<file path="src/rtl/arm_mem_pkg.sv">
// rtl/arm_mem_pkg.sv - shared types and defaults for the unified memory arbiter
package arm_mem_pkg;

    typedef enum logic [1:0] {
        IDLE   = 2'd0,
        BUSY_I = 2'd1,
        BUSY_D = 2'd2
    } arbState_t;

    localparam int STARVE_MAX_DEFAULT = 3;

endpackage

</file>
<file path="src/rtl/starve_counter.sv">
// rtl/starve_counter.sv - saturating count of data grants issued while a fetch waits
module starve_counter #(
    parameter int STARVE_MAX = 3
) (
    input  logic       clk,
    input  logic       reset,
    input  logic       incEn,
    input  logic       clrEn,
    output logic [2:0] starveCnt
);

    localparam logic [2:0] CNT_LIMIT = 3'(STARVE_MAX);

    always_ff @(posedge clk or negedge reset) begin
        if (!reset) begin
            starveCnt <= 3'd0;
        end else if (clrEn) begin
            starveCnt <= 3'd0;
        end else if (incEn && (starveCnt != CNT_LIMIT)) begin
            starveCnt <= starveCnt + 3'd1;
        end
    end

endmodule

</file>
<file path="src/rtl/mem_arbiter.sv">
// rtl/mem_arbiter.sv - arbitrates instruction fetch and data access onto one memory port
module mem_arbiter
    import arm_mem_pkg::*;
#(
    parameter int STARVE_MAX = STARVE_MAX_DEFAULT
) (
    input  logic        clk,
    input  logic        reset,
    input  logic        if_req,
    input  logic [31:0] if_addr,
    output logic [31:0] if_rdata,
    output logic        if_ack,
    input  logic        d_req,
    input  logic        d_we,
    input  logic [31:0] d_addr,
    input  logic [31:0] d_wdata,
    output logic [31:0] d_rdata,
    output logic        d_ack,
    output logic        stall,
    output logic        mem_req,
    output logic        mem_we,
    output logic [31:0] mem_addr,
    output logic [31:0] mem_wdata,
    input  logic [31:0] mem_rdata,
    input  logic        mem_rdy
);

    localparam logic [2:0] CNT_LIMIT = 3'(STARVE_MAX);

    arbState_t  state;
    logic [2:0] starveCnt;
    logic       starveFull;
    logic       grantD;
    logic       grantI;

    // Data wins ties until the fetch has been passed over STARVE_MAX times.
    assign starveFull = (starveCnt == CNT_LIMIT);
    assign grantD     = (state == IDLE) && d_req && (!if_req || !starveFull);
    assign grantI     = (state == IDLE) && if_req && !grantD;

    starve_counter #(
        .STARVE_MAX(STARVE_MAX)
    ) u_starve (
        .clk      (clk),
        .reset    (reset),
        .incEn    (grantD && if_req),
        .clrEn    (grantI || !if_req),
        .starveCnt(starveCnt)
    );

    always_ff @(posedge clk or negedge reset) begin
        if (!reset) begin
            state     <= IDLE;
            mem_req   <= 1'b0;
            mem_we    <= 1'b0;
            mem_addr  <= 32'd0;
            mem_wdata <= 32'd0;
        end else begin
            case (state)
                IDLE: begin
                    if (grantD) begin
                        state     <= BUSY_D;
                        mem_req   <= 1'b1;
                        mem_we    <= d_we;
                        mem_addr  <= d_addr;
                        mem_wdata <= d_wdata;
                    end else if (grantI) begin
                        state     <= BUSY_I;
                        mem_req   <= 1'b1;
                        mem_we    <= 1'b0;
                        mem_addr  <= if_addr;
                        mem_wdata <= 32'd0;
                    end
                end
                BUSY_I, BUSY_D: begin
                    if (mem_rdy) begin
                        state   <= IDLE;
                        mem_req <= 1'b0;
                    end
                end
                default: begin
                    state   <= IDLE;
                    mem_req <= 1'b0;
                end
            endcase
        end
    end

    // Completion is visible in the same cycle memory reports ready.
    assign if_ack   = (state == BUSY_I) && mem_rdy;
    assign d_ack    = (state == BUSY_D) && mem_rdy;
    assign if_rdata = mem_rdata;
    assign d_rdata  = mem_rdata;
    assign stall    = (if_req && !if_ack) || (d_req && !d_ack);

endmodule
</file>
<file path="config.mk">
export PLATFORM = sky130hd
export DESIGN_NAME = mem_arbiter
export DESIGN_NICKNAME = d
export VERILOG_FILES = /design/src/rtl/arm_mem_pkg.sv /design/src/rtl/starve_counter.sv /design/src/rtl/mem_arbiter.sv
export SDC_FILE = /design/constraint.sdc
export NUM_CORES = 1
export LEC_CHECK = 0
export CAP_MARGIN = 30
export CORE_AREA = 2 2 103 105
export DETAILED_ROUTE_END_ITERATION = 16
export DIE_AREA = 0 0 105 107
export GPL_ROUTABILITY_DRIVEN = 0
export PLACE_DENSITY_LB_ADDON = 0.1
export REMOVE_ABC_BUFFERS = 1
export SLEW_MARGIN = 20
export SYNTH_ARGS = -nofsm -noshare
export SYNTH_HDL_FRONTEND = slang
export SYNTH_SLANG_ARGS = --single-unit
</file>
<file path="constraint.sdc">
create_clock -name clk -period 3.4 [get_ports clk]
set_clock_uncertainty 0.1 [all_clocks]
set_input_delay 0.68 -clock clk [delete_from_list [all_inputs] [get_ports clk]]
set_output_delay 0.68 -clock clk [all_outputs]
set_load 0.02 [all_outputs]
</file>
==> summary.txt, run 1 <==
GRT
  • GRT met1 Usage: 30.12%
  • Global route total overflow: 0
  • First-pass GRT wire length: 19,260 um
  • Met3 usage: 16.05%
  • Busiest grt layer: met1
  • Vias in the first global route: 3,275
  • Met2 track demand over resource: 26.86%
  • Total track usage: 22.63%
  • Largest net degree at the start of global routing: 72
  • Initial antenna violation count: 0

STA
  • Fmax achieved: 338.1 MHz
  • Max Transition Viols Final: 0
  • Crit path time final: 2958 ps
  • Final Hold Viols: 0
  • Fin crit share: 86.99%
  • RSZ-0062 raised after global routing: false
  • Final setup vio count: 0
  • Max_slew headroom: 62.22%
  • Setup TNS: 0 ps
  • Slew @ Worst Pin: 566.0 ps
  • Final WS setup: 442.2 ps

Placement
  • DPL Wire Length: 8926 um
  • Post-DP Area: 0.005030 mm2
  • Place WS: 438.2 ps
  • PortBufs: 170

Setup path
  • Critical path class: in -> out
  • Worst reg2reg startpoint: state[0]
  • WP data required: 2620 ps
  • Worst setup EP type: primary output
  • Crit Path Max Fanout: 7
  • Startpoint types: input pin
  • Worst Setup SP: if_req
  • Critical path data arrival time: 2180 ps

CTS
  • Worst-Skew Late Latency: 340 ps
  • Root Buffer Master: clkbuf_8
  • H-tree Lvls: 3
  • CTS sink cnt: 71
  • TritonCTS clock tree: yes
  • Gates resized, CTS repair: 0
  • Cts bufs inserted: 9
  • CTS max path bufs: 2
  • Hold Buf Count CTS: 0
  • Setup bufs post-CTS: 0
  • Reg clk slew, reported paths: 80 ps

Finish
  • N_diodes: 0
  • Final nets: 602
  • Fillers: 979
  • Design area: 0.005284 mm2
  • Area growth from synthesis to layout: 40.11%
  • Fraction of layout cells with a size suffix above 1: 6.852%

Power and ir drop
  • Max IR drop VDD: 0.0003091 V
  • Leak: 2.085 nW
  • PD cells: 897.0 mW/mm2

Synthesis
  • Post-synthesis cell area: 0.003771 mm2
  • Seq/Total Area, Yosys: 47.11%
  • Yosys top cell by area: dfrtp_1
  • Synth warn: 0
  • Mean area per synthesized cell: 10.16 um2
  • Synth Register Bits: 71
  • Largest cells by area after synthesis: dfrtp_1, buf_4, a22o_1, o2111ai_1, a31oi_1
  • Post-synth top area share: 47.11%
  • Cell count after synthesis: 371
  • Synth unique cells: 30

Floorplanning
  • Chip Height: 107 um
  • Site Rows: 37
  • Initial Util: 37.37%
  • Core region area: 0.01009 mm2
  • Die width: 105 um
  • Die ar.: 0.01124 mm2
  • Number of primary I/O pins: 267

Route
  • Vias per Instance: 5.547
  • Post-route antenna net violation count: 0
  • Drc violations: 0
  • DR iter-0 viols: 142
  • Vias: 3,345
  • Wire per inst: 21.52 um
  • Final WL: 12,980 um
  • Total iterations of the first detailed-routing run: 4

Worst hold path
  • HP Class: in -> async

Flow run
  • Max-cap violations: 0

Status
  • Status: finished clean
[cell families after synthesis]
logic type | share of synthesized area [%]
adder cells (fa/ha/maj) | 1.659
AND/OR/NAND/NOR | 6.237
flip-flops | 47.11
buffers and inverters | 18.61
AO/OA/AOI/OAI | 26.38
[worst max-delay path, stage by stage]
cell	delay, ps
clkdlybuf4s50_1	640
inv_2	60
o22ai_1	130
clkdlybuf4s50_1	660
[layer usage]
layer / wire (um) / vias up
met3: 2053 / 22
met1: 5680 / 1595
met2: 4922 / 237
li1: - / 1487
met4: 221 / 4
met5: 97 / -
[cells in the mapped netlist (all sizes together)]
master   instances
nor3             1
and2             3
nor2b            1
or3b             1
nand2b           4
nor2            35
ha               5
nand2            1
inv              6
o2111ai         32
a22o            33
o21a             2
a21oi            4
buf             90
nor3b            1
and3             1
o22ai            1
dfrtp           71
o21ai           36
a31oi           32
nand4            2
clkbuf           9
[placed cells by master, fill, tap and decap left out, types with 2 or more instances in the layout]
master and n:
clkdlybuf4s50_1 169, dfrtp_1 71, nor2_1 34, a22o_1 33, o21ai_0 32, o2111ai_1 32
a31oi_1 32, buf_4 10, clkbuf_8 9, inv_1 5, ha_1 5, a21oi_1 4
nand2b_1 4, o21ai_1 3, bufinv_16 3, and2_1 2, nand4_1 2, clkinvlp_4 2
[worst paths after layout]
| kind | end | slack (ps) | depth (start not counted) |
|---|---|---|---|
| max | stall | 440 | 4 |
| min | mem_wdata[12] | 170 | 1 |
| max reg2reg | mem_wdata[28] | 1270 | 6 |
| min reg2reg | mem_wdata[7] | 410 | 1 |
| max in group asynchronous | mem_addr[10] | 2460 | 2 |
| min in group clk | mem_wdata[7] | 410 | 1 |
[final cells by class]
| type | instances | area, um2 | share of cell area [%] |
|---|---|---|---|
| tap | 136 | 170.2 | 3.220 |
| timing repair buffer | 180 | 1787 | 33.81 |
| sequential | 71 | 1777 | 33.63 |
| clock inverter | 6 | 110.1 | 2.084 |
| inverter | 6 | 22.52 | 0.4262 |
| multi-input combinational | 195 | 1294 | 24.48 |
| clock buffer | 9 | 123.9 | 2.344 |
[per-stage QoR]
step	total power [W]	hold WS (ps)	util [%]	instances
final	0.004740	166.6	52.36	603
after floorplan	0.002725	284.4	-	272
after detailed placement	0.003960	390.0	49.84	587
after CTS	0.004793	397.2	52.16	602
after global routing	0.005033	181.8	52.36	603
after global placement	0.003940	387.7	49.84	587
[power by group]
group	internal (W)	switching, W	total, W
sequential	0.00124	0.000209	0.00145
clock	0.000482	0.000327	0.000809
combinational	0.00117	0.00131	0.00248
total	0.00289	0.00185	0.00474
[registers in the layout, indices dropped and copies added, names as in the netlist]
| register | flops |
|---|---|
| mem_addr | 32 |
| mem_wdata | 32 |
| state | 2 |
| mem_we | 1 |
| mem_req | 1 |
| u_starve.starveCnt | 3 |
(Power assumes the default switching activity.)
==> run 2, diff against run 1 <==
--- a/config.mk
+++ b/config.mk
@@ -7,6 +7,7 @@
 export LEC_CHECK = 0
 export CAP_MARGIN = 30
 export CORE_AREA = 2 2 103 105
+export CTS_CLUSTER_DIAMETER = 200
 export DETAILED_ROUTE_END_ITERATION = 16
 export DIE_AREA = 0 0 105 107
 export GPL_ROUTABILITY_DRIVEN = 0
==> results of run 2 <==
Final layout, timing and power as in run 1 (identical DEF).
